`config.mk`:
```
export PLATFORM = sky130hd
export DESIGN_NAME = buffer_64_to_512_flat
export DESIGN_NICKNAME = d
export VERILOG_FILES = /design/src/rtl/buffer_64_to_512_pkg.sv /design/src/rtl/buffer_64_to_512_if.sv /design/src/rtl/buffer_64_to_512_line_fifo.sv /design/src/rtl/buffer_64_to_512.sv /design/src/flat_wrapper.sv
export SDC_FILE = /design/constraint.sdc
export NUM_CORES = 2
export LEC_CHECK = 0
export ABC_CLOCK_PERIOD_IN_PS = 19000
export BUFFER_PORTS_ARGS = -buffer_cell sky130_fd_sc_hd__buf_2
export CORE_MARGIN = 8
export CORE_UTILIZATION = 50
export CTS_CLUSTER_SIZE = 40
export DETAILED_ROUTE_END_ITERATION = 7
export PLACE_DENSITY = 0.67
export SYNTH_ARGS = -nofsm -noshare
export SYNTH_HDL_FRONTEND = slang
export SYNTH_HIERARCHICAL = 1
export SYNTH_SLANG_ARGS = --single-unit
export TNS_END_PERCENT = 5
```
`constraint.sdc`:
```
create_clock -name clk -period 19 [get_ports clk]
set_input_delay 0 -clock clk [delete_from_list [all_inputs] [get_ports clk]]
set_output_delay 0 -clock clk [all_outputs]
set_load 0.02 [all_outputs]
```
`src/rtl/buffer_64_to_512_pkg.sv`:
```
// Shared sizes and types for the 64-to-512 line assembler.
// Latency: none (types and constants only).
// Backpressure: none (types and constants only).
package buf_pkg;

    localparam int LANES  = 8;
    localparam int LANE_W = 64;
    localparam int LINE_W = LANES * LANE_W;

    typedef logic [LINE_W-1:0]         line_t;
    typedef logic [LANES-1:0]          lane_mask_t;
    typedef logic [$clog2(LANES)-1:0]  wcnt_t;

    localparam wcnt_t LAST_LANE = wcnt_t'(LANES - 1);

    // One-hot marker for the lane a word is being written into.
    function automatic lane_mask_t lane_bit(input wcnt_t idx);
        return lane_mask_t'(1) << idx;
    endfunction

endpackage

```
`src/rtl/buffer_64_to_512_if.sv`:
```
// Word-in / line-out bundle for buffer_64_to_512; optional flush under BUF64_FLUSH_EN.
// Latency: wiring only.
// Backpressure: full stalls the word side, empty gates the line side.
interface buffer_64_to_512_if #(parameter int DEPTH = 4);
    import buf_pkg::*;

    logic [LANE_W-1:0]      data_in;
    logic                   wr_enable;
    logic                   full;
    logic                   full_n;
    line_t                  data_out;
    logic                   rd_enable;
    logic                   empty;
    logic [$clog2(DEPTH):0] level;
`ifdef BUF64_FLUSH_EN
    logic                   flush;
    lane_mask_t             lane_mask;

    modport master (output data_in, wr_enable, rd_enable, flush,
                    input  full, full_n, data_out, empty, level, lane_mask);
    modport slave  (input  data_in, wr_enable, rd_enable, flush,
                    output full, full_n, data_out, empty, level, lane_mask);
`else
    modport master (output data_in, wr_enable, rd_enable,
                    input  full, full_n, data_out, empty, level);
    modport slave  (input  data_in, wr_enable, rd_enable,
                    output full, full_n, data_out, empty, level);
`endif

endinterface

```
`src/rtl/buffer_64_to_512_line_fifo.sv`:
```
// Single-clock first-word-fall-through FIFO of DEPTH entries, W bits each.
// Latency: a push is visible at the head the cycle after its edge.
// Backpressure: pushes while full and pops while empty are dropped; clear wins.
module line_fifo_sc #(
    parameter int DEPTH = 4,
    parameter int W     = 8
) (
    input  logic                   clk,
    input  logic                   rst,
    input  logic                   i_clr,
    input  logic                   i_push,
    input  logic [W-1:0]           i_push_dat,
    input  logic                   i_pop,
    output logic [W-1:0]           o_head_dat,
    output logic                   o_empty,
    output logic                   o_full,
    output logic                   o_almost_full,
    output logic [$clog2(DEPTH):0] o_level
);
    localparam int PW = $clog2(DEPTH);
    localparam int CW = PW + 1;

    logic [W-1:0]  r_mem [DEPTH];
    logic [PW-1:0] r_wptr;
    logic [PW-1:0] r_rptr;
    logic [CW-1:0] r_count;
    logic          w_push_ok;
    logic          w_pop_ok;

    // Pointers wrap at DEPTH, which need not be a power of two.
    function automatic logic [PW-1:0] ptr_inc(input logic [PW-1:0] p);
        return (p == PW'(DEPTH - 1)) ? '0 : p + 1'b1;
    endfunction

    assign w_push_ok = i_push && !o_full  && !i_clr;
    assign w_pop_ok  = i_pop  && !o_empty && !i_clr;

    // Line storage is never reset; the head is only meaningful when not empty.
    always_ff @(posedge clk) begin
        if (w_push_ok) begin
            r_mem[r_wptr] <= i_push_dat;
        end
    end

    // Pointer and occupancy bookkeeping; a clear empties the FIFO outright.
    always_ff @(posedge clk or negedge rst) begin
        if (!rst) begin
            r_wptr  <= '0;
            r_rptr  <= '0;
            r_count <= '0;
        end else if (i_clr) begin
            r_wptr  <= '0;
            r_rptr  <= '0;
            r_count <= '0;
        end else begin
            if (w_push_ok) r_wptr <= ptr_inc(r_wptr);
            if (w_pop_ok)  r_rptr <= ptr_inc(r_rptr);
            case ({w_push_ok, w_pop_ok})
                2'b10:   r_count <= r_count + 1'b1;
                2'b01:   r_count <= r_count - 1'b1;
                default: r_count <= r_count;
            endcase
        end
    end

    assign o_head_dat    = r_mem[r_rptr];
    assign o_empty       = (r_count == '0);
    assign o_full        = (r_count == CW'(DEPTH));
    assign o_almost_full = (r_count >= CW'(DEPTH - 1));
    assign o_level       = r_count;

endmodule

```
`src/rtl/buffer_64_to_512.sv`:
```
// Packs 64-bit words into 512-bit lines (lane 0 first) and queues them; BUF64_FLUSH_EN adds partial-line flush.
// Latency: a line is at data_out the cycle after its eighth (or flushing) word's edge.
// Backpressure: full drops wr_enable/flush; rd_enable on empty is ignored; clr overrides all.
module buffer_64_to_512
    import buf_pkg::*;
#(
    parameter int DEPTH = 4
) (
    input  logic              clk,
    input  logic              rst,
    input  logic              clr,
    buffer_64_to_512_if.slave bus
);
    localparam int FW = LINE_W + LANES;

    wcnt_t                  r_wcnt;
    line_t                  r_lanes;
`ifdef BUF64_FLUSH_EN
    lane_mask_t             r_mask;
`endif
    logic                   w_wr_acc;
    logic                   w_push;
    logic                   w_pop;
    line_t                  w_line_next;
    lane_mask_t             w_mask_next;
    logic [FW-1:0]          w_head;
    logic                   w_empty;
    logic                   w_full;
    logic                   w_afull;
    logic [$clog2(DEPTH):0] w_level;
    line_t                  w_data_out;

    assign w_wr_acc = bus.wr_enable && !w_full && !clr;
    assign w_pop    = bus.rd_enable && !w_empty && !clr;

    // Line as it would look after this edge's word lands in lane r_wcnt.
    always_comb begin
        w_line_next = r_lanes;
        if (w_wr_acc) begin
            w_line_next[r_wcnt*LANE_W +: LANE_W] = bus.data_in;
        end
    end

`ifdef BUF64_FLUSH_EN
    // Track written lanes; a flush pushes whatever is there, but never an empty line.
    always_comb begin
        w_mask_next = r_mask;
        if (w_wr_acc) begin
            w_mask_next = r_mask | lane_bit(r_wcnt);
        end
        w_push = (w_wr_acc && (r_wcnt == LAST_LANE)) ||
                 (bus.flush && !w_full && !clr && (w_wr_acc || (r_wcnt != '0)));
    end
`else
    // Only complete lines exist, so every pushed line carries all lanes.
    always_comb begin
        w_mask_next = '1;
        w_push      = w_wr_acc && (r_wcnt == LAST_LANE);
    end
`endif

    // Assembly state restarts at lane 0 after every push or clear.
    always_ff @(posedge clk or negedge rst) begin
        if (!rst) begin
            r_wcnt  <= '0;
            r_lanes <= '0;
`ifdef BUF64_FLUSH_EN
            r_mask  <= '0;
`endif
        end else if (clr || w_push) begin
            r_wcnt  <= '0;
            r_lanes <= '0;
`ifdef BUF64_FLUSH_EN
            r_mask  <= '0;
`endif
        end else if (w_wr_acc) begin
            r_wcnt  <= r_wcnt + 1'b1;
            r_lanes <= w_line_next;
`ifdef BUF64_FLUSH_EN
            r_mask  <= w_mask_next;
`endif
        end
    end

    line_fifo_sc #(
        .DEPTH (DEPTH),
        .W     (FW)
    ) u_line_fifo (
        .clk           (clk),
        .rst           (rst),
        .i_clr         (clr),
        .i_push        (w_push),
        .i_push_dat    ({w_mask_next, w_line_next}),
        .i_pop         (w_pop),
        .o_head_dat    (w_head),
        .o_empty       (w_empty),
        .o_full        (w_full),
        .o_almost_full (w_afull),
        .o_level       (w_level)
    );

    // Head lanes are shown only when a line exists and that lane was written.
    always_comb begin
        w_data_out = '0;
        for (int k = 0; k < LANES; k++) begin
            if (!w_empty && w_head[LINE_W + k]) begin
                w_data_out[k*LANE_W +: LANE_W] = w_head[k*LANE_W +: LANE_W];
            end
        end
    end

    assign bus.data_out  = w_data_out;
    assign bus.empty     = w_empty;
    assign bus.full      = w_full;
    assign bus.full_n    = w_afull;
    assign bus.level     = w_level;
`ifdef BUF64_FLUSH_EN
    assign bus.lane_mask = w_empty ? '0 : w_head[FW-1:LINE_W];
`endif

endmodule

```
`src/flat_wrapper.sv`:
```
// flat-port wrapper written by rule: the top's interface ports become plain ports
module buffer_64_to_512_flat import buf_pkg::*;
#(
    parameter int DEPTH = 4
)
  (clk, rst, clr, bus_data_in, bus_wr_enable, bus_rd_enable, bus_full, bus_full_n, bus_data_out, bus_empty, bus_level);
  buffer_64_to_512_if #(.DEPTH(DEPTH)) bus_i ();
  input  logic clk;
  input  logic rst;
  input  logic clr;
  input wire logic [$bits(bus_i.data_in)-1:0] bus_data_in;
  input wire logic [$bits(bus_i.wr_enable)-1:0] bus_wr_enable;
  input wire logic [$bits(bus_i.rd_enable)-1:0] bus_rd_enable;
  output wire logic [$bits(bus_i.full)-1:0] bus_full;
  output wire logic [$bits(bus_i.full_n)-1:0] bus_full_n;
  output wire logic [$bits(bus_i.data_out)-1:0] bus_data_out;
  output wire logic [$bits(bus_i.empty)-1:0] bus_empty;
  output wire logic [$bits(bus_i.level)-1:0] bus_level;
  assign bus_i.data_in = bus_data_in;
  assign bus_i.wr_enable = bus_wr_enable;
  assign bus_i.rd_enable = bus_rd_enable;
  assign bus_full = bus_i.full;
  assign bus_full_n = bus_i.full_n;
  assign bus_data_out = bus_i.data_out;
  assign bus_empty = bus_i.empty;
  assign bus_level = bus_i.level;
  buffer_64_to_512 #(.DEPTH(DEPTH)) u_core (.clk(clk), .rst(rst), .clr(clr), .bus(bus_i));
endmodule
```
# ---- Yosys cells after proc, flatten, opt, wreduce, memory -nomap -nowiden
# Memories as Yosys holds them, arrays and structs flattened.
# Index checks and enable logic that the tools add are counted.
dict set report op_classes {
  add_sub_neg 6
  magnitude_cmp 1
  eq_ne 6
  shifts 2
  n_mux 24
  n_reduce_logical 26
}
# operator n
set op_table {}
lappend op_table {{2-to-1 mux 512 bit} 3}
lappend op_table {{bitwise mux 512 bit} 1}
lappend op_table {{2-to-1 mux 64 bit} 8}
lappend op_table {{variable shift 64 x 34 -> 512 bit, first input constant} 1}
lappend op_table {{indexed part select 64 x 34 -> 512 bit} 1}
lappend op_table {{negation 9 -> 34 bit} 1}
lappend op_table {{2-to-1 mux 2 bit} 6}
lappend op_table {{logical AND 1 bit} 9}
lappend op_table {{2-to-1 mux 3 bit} 3}
lappend op_table {{logical AND 1 bit, second input constant} 8}
lappend op_table {{adder 3 x 1 -> 3 bit, second input constant} 2}
lappend op_table {{== test 2 bit, second input constant} 3}
lappend op_table {{== test 3 bit, second input constant} 2}
lappend op_table {{one-hot mux 3 bit (2 select lines)} 1}
lappend op_table {{nonzero test 2 bit} 3}
lappend op_table {{adder 2 x 1 -> 2 bit, second input constant} 2}
lappend op_table {{>= comparator 3 x 2 -> 1 bit, second input constant} 1}
lappend op_table {{logical NOT 1 bit} 3}
lappend op_table {{logical NOT 3 bit} 1}
lappend op_table {{nonzero test 3 bit} 1}
lappend op_table {{subtractor 3 x 1 -> 3 bit, second input constant} 1}
lappend op_table {{== test 2 x 1 -> 1 bit, second input constant} 1}
lappend op_table {{2-to-1 mux 1 bit} 2}
lappend op_table {{logical OR 1 bit} 1}
dict set report word_totals {
  ff_bits 522
  ram_bits 2048
  elab_cells 71
  mem_count 1
}
# memory words word_bits rd rd_clocked_by_memory_dff write_ports line_no
set memory_table {}
lappend memory_table {u_core.u_line_fifo.r_mem 4 512 1 0 1 buffer_64_to_512_line_fifo.sv:23} ;# logic [W-1:0] r_mem [DEPTH];

# ---- Longest topological paths before layout
dict set report logic_depth {
  word_depth 10
  depth_mapped 11
}

# ---- Modules after synthesis
# The synthesis kept the hierarchy.
# module instances cells_per_inst area_per_inst_um2 seq_area_each_um2
set by_module_without_submodules {}
lappend by_module_without_submodules {line_fifo_sc 1 2786 75687.6 62635.1}
lappend by_module_without_submodules {buffer_64_to_512 1 3221 28821.4 12887.4}

# ---- Worst setup path before layout
# No wires, ideal clock.
dict set report synth_timing {
  path_type {register to register}
  start {register u_core.u_line_fifo.r_count[2] (netlist: u_core/u_line_fifo/o_level[2])}
  end {memory u_core/u_line_fifo/r_mem[3][0] in the netlist's numbering (enable)}
  t_arrival_ns 13.378
  t_required_ns 18.047
  setup_slack_ns 4.670
  path_stages_with_launch 8
  path_cell_list {dfrtp_1 > nor3b_2 > nor2b_1 > nand2_1 > nor2_1 > inv_1 > nor3_1 > and2_1}
}
dict set report synth_between {
  elab_chain_len 9
}
# item line_no
set synth_rtl {}
lappend synth_rtl {{start: declaration} buffer_64_to_512_line_fifo.sv:26} ;# logic [CW-1:0] r_count;
lappend synth_rtl {{start signal: assignment} buffer_64_to_512_line_fifo.sv:59} ;# 2'b10: r_count <= r_count + 1'b1;
lappend synth_rtl {{start signal: assignment} buffer_64_to_512_line_fifo.sv:60} ;# 2'b01: r_count <= r_count - 1'b1;
lappend synth_rtl {{start signal: assignment} buffer_64_to_512_line_fifo.sv:61} ;# default: r_count <= r_count;
lappend synth_rtl {{== test 3 bit} buffer_64_to_512_line_fifo.sv:68} ;# assign o_full = (r_count == CW'(DEPTH));
lappend synth_rtl {{named net bus_full} flat_wrapper.sv:14} ;# output wire logic [$bits(bus_i.full)-1:0] bus_full;
lappend synth_rtl {{logical NOT 1 bit} buffer_64_to_512.sv:33} ;# assign w_wr_acc = bus.wr_enable && !w_full && !clr;
lappend synth_rtl {{logical AND 1 bit (2 in series)} buffer_64_to_512.sv:33}
lappend synth_rtl {{logical AND 1 bit} buffer_64_to_512.sv:58} ;# w_push = w_wr_acc && (r_wcnt == LAST_LANE);
lappend synth_rtl {{named net u_core.w_push} buffer_64_to_512.sv:22} ;# logic w_push;
lappend synth_rtl {{logical AND 1 bit (2 in series)} buffer_64_to_512_line_fifo.sv:35} ;# assign w_push_ok = i_push && !o_full && !i_clr;
lappend synth_rtl {{2-to-1 mux 1 bit} buffer_64_to_512_line_fifo.sv:40} ;# if (w_push_ok) begin
lappend synth_rtl {{2-to-1 mux 1 bit (not written as such)} buffer_64_to_512_line_fifo.sv:41} ;# r_mem[r_wptr] <= i_push_dat;
lappend synth_rtl {{end: declaration} buffer_64_to_512_line_fifo.sv:23}
# The timed path passes the listed nets, and every way through them passes these cells.

# ---- Final worst setup path
dict set report layout_timing {
  start {register u_core.u_line_fifo.r_count[0] (netlist: u_core/u_line_fifo/o_level[0])}
  end {memory u_core/u_line_fifo/r_mem[0][98] in the netlist's numbering (enable)}
}
dict set report layout_between {
  elab_chain_len 9
}
# item line_no
set layout_rtl {}
lappend layout_rtl {{== test 3 bit} buffer_64_to_512_line_fifo.sv:68}
lappend layout_rtl {{logical NOT 1 bit} buffer_64_to_512.sv:33}
lappend layout_rtl {{logical AND 1 bit (2 in series)} buffer_64_to_512.sv:33}
lappend layout_rtl {{logical AND 1 bit} buffer_64_to_512.sv:58}
lappend layout_rtl {{named net u_core.w_push} buffer_64_to_512.sv:22}
lappend layout_rtl {{logical AND 1 bit (2 in series)} buffer_64_to_512_line_fifo.sv:35}
lappend layout_rtl {{2-to-1 mux 1 bit} buffer_64_to_512_line_fifo.sv:40}
lappend layout_rtl {{2-to-1 mux 1 bit (not written as such)} buffer_64_to_512_line_fifo.sv:41}
# The timed path passes the listed nets, and every way through them passes these cells.

==> flow_summary.json <==
{
  "tns_ps": 0,
  "gp_congestion": 0.778,
  "yosysWarnings": 6,
  "vias": 58700,
  "wl_per_cell_um": 30.9,
  "max_freq_ghz": 0.156,
  "cts_hold_buf": 79,
  "critPathSlowestCell": "and2_4",
  "grt_pass1_wl_um": 425000,
  "cts.sinks": 2602,
  "drt_iter0_drc": 6648,
  "postSynthCellCount": 6007,
  "grtUsageTotal_pct": 26.1,
  "viasPerCell": 6.09,
  "place_area_um2": 110000,
  "status": "complete, no violations",
  "ys_seq_area_share_pct": 72.3,
  "netlist_area_um2": 105000,
  "crit_fanout": 63,
  "cts_resized": 0,
  "cts_tree": "yes",
  "drive_above_1_share_pct": 26.1,
  "insertion_delay_ps": 910,
  "worstPathRequired_ps": 19500,
  "clockBufferDepth": 4,
  "final.period_utilization_pct": 33.6,
  "worstHoldPathType": "input pin to register",
  "finalHoldViolations": 0,
  "crit_top_cell": "buf_4",
  "slew_viol_final": 0,
  "ir_drop_mv": 0.0820,
  "critPathLaunchType": "register",
  "synth_top_area_cell": "edfxtp_1",
  "grt_start_max_net_pins": 150,
  "cp.arrival_ps": 6890,
  "rsz0062_at_grt": "no",
  "post-route-cell-area_um2": 119000,
  "dieArea_um2": 224000,
  "synth_area_per_cell_um2": 17.4,
  "tightest_slew_ps": 1200,
  "core_area_um2": 209000,
  "cts_setup_buffers": 0,
  "port_buffers": 586,
  "synth.distinct_cells": 54,
  "slew_headroom_pct": 19.8,
  "pin_count": 587,
  "gr-total-overflow": 0,
  "h-tree-depth": 5,
  "fp.dieW_um": 473,
  "p_per_area_nw_per_um2": 97.1,
  "drcViolationCount": 0,
  "critical_path_class": "register to register",
  "antenna_found_initial": 39,
  "grt_pass1_vias": 58800,
  "rows": 168,
  "max_stage_delay_ps": 950,
  "synth_ff_type": "edfxtp_1",
  "critPathCaptureType": "register",
  "synthArstFlopShare_pct": 20.1,
  "leakage_nw": 47.4,
  "routed_wl_um": 298000,
  "worst_clock_skew_ps": 49.5,
  "setup_viol": 0,
  "crit_chain": "nor3b_2, nor2b_1, nand2_1, nor2_1, inv_1, nor3_1, and2_4, buf_4, buf_4, buf_4",
  "yosys.area.top_type_share_pct": 59.8,
  "die_h_um": 473,
  "clock-root-buffer": "clkbuf_16",
  "synth_area_leaders": "edfxtp_1 (60%), dfrtp_1 (12%), mux4_2 (11%), and2_1 (3.4%), nand2_1 (2.3%)",
  "maxCapViolations": 0,
  "drt-pass1-iter-count": 8,
  "clkTransAtPathRegs_ps": 60,
  "nNetsFinal": 6708,
  "synth-edff-count": 2080,
  "ys_ff_latch": 2602,
  "fin_util_pct": 57.1,
  "syn_to_final_growth_pct": 14.1,
  "start_util_pct": 50.1,
  "cts_buffers": 285,
  "postRouteAntennaNets": 0,
  "dp_hpwl_um": 176000,
  "fin_crit_ps": 6390
}
path summary, 6_finish.rpt:
check	from	end	slack, ps	cells past startpoint
worst max register to register	u_core/u_line_fifo/o_level[0]$_DFFE_PN0P_	u_core/u_line_fifo/r_mem[0][98]$_DFFE_PP_	12610	10
min in group asynchronous	rst	u_core/r_lanes[92]$_DFFE_PN0P_	220	4
worst min-delay path	bus_data_in[48]	u_core/r_lanes[304]$_DFFE_PN0P_	90	3
worst max-delay path	u_core/u_line_fifo/o_level[0]$_DFFE_PN0P_	u_core/u_line_fifo/r_mem[0][98]$_DFFE_PP_	12610	10
max in group asynchronous	rst	u_core/r_lanes[482]$_DFFE_PN0P_	15660	7
worst min register to register	u_core/r_lanes[63]$_DFFE_PN0P_	u_core/r_lanes[63]$_DFFE_PN0P_	480	1
routing by layer:
metal  share of wire (%)  up-vias  GRT usage (%)  wire length (um)
li1                    -    24500              -                 -
met1                  38    30800           34.8            115000
met2                  47     2876           40.6            140000
met3                 9.7      532           7.24             29000
met4                 5.0       12           11.8             14900
met5               0.025        -              0                74
registers in the layout, summed over array words and instances, names as in the netlist:
| signal | cells |
|---|---|
| u_core/u_line_fifo/r_rptr | 2 |
| u_core/u_line_fifo/r_mem | 2080 |
| u_core/r_lanes | 512 |
| u_core/u_line_fifo/o_level | 3 |
| u_core/u_line_fifo/r_wptr | 2 |
| u_core/r_wcnt | 3 |
cells by family (layout without fill, tap and decap cells):
group | count (synthesis) | in the layout | share of synthesized area (%)
AOI/OAI and AO/OA | 789 | 789 | 5.45
xor gates and xnor gates | 1 | 1 | 0.00838
adders and majority gates | 14 | 14 | 0.175
buffers and inverters | 494 | 1288 | 2.55
DFF | 2602 | 2602 | 72.3
muxes | 648 | 648 | 12.6
other | 1 | 45 | 0.00359
and+or+nand+nor | 1458 | 1458 | 6.97
critical path, delay by kind of cell, from the launching register on:
family	cells	cell delay [ps]
and+or+nand+nor	6	2660
buffers and inverters	4	2510
DFF	1	620
placed cells by master, fill, tap and decap left out, types with 90 or more instances in the layout:
master        n
edfxtp_1   2080
nand2_1     648
buf_2       585
and2_1      561
dfrtp_1     520
mux4_2      520
clkbuf_16   294
o21ai_0     291
nand3_1     175
a32o_1      142
buf_4       117
mux2_2      117
a22o_1      103
clkbuf_1     90
Yosys cell counts, drive strengths merged (75+ instances only):
master and n:
o2bb2ai 83, buf 265, edfxtp 2080, nand2 650
a22o 103, o21ai 295, clkbuf 223, dfrtp 522
a21oi 76, mux2 127, a32o 142, o31ai 75
mux4 520, nand3 181, and2 566
power breakdown:
part | internal (mW) | switching, mW
Clock | 3.06 | 2.15
Combinational | 0.0485 | 0.230
Sequential | 6.10 | 0.00240
Total | 9.20 | 2.38
layout make-up:
class | count | area, um2
flip-flops and latches | 2602 | 75500
repair buffers | 788 | 4750
clock inverters | 84 | 667
fillers | 15900 | 89500
inverters | 6 | 22.5
diodes | 13 | 32.5
multi-input cells | 2942 | 26700
clock buffers | 410 | 8050
well taps | 2805 | 3510
through the flow:
| stage | cells | setup WS (ps) | hold WS (ps) | total power, mW |
|---|---|---|---|---|
| finish | 9650 | 12610 | 90.8 | 11.6 |
| global route | 9638 | 12210 | 40.4 | 11.9 |
| CTS | 9637 | 12620 | 3.68 | 11.7 |
| detailed placement | 9064 | 12680 | 44.9 | 6.48 |
| global placement | 9064 | 12810 | 41.2 | 6.48 |
| floorplan | 6038 | 4670 | -296 | 6.32 |
(Power assumes the default switching activity.)
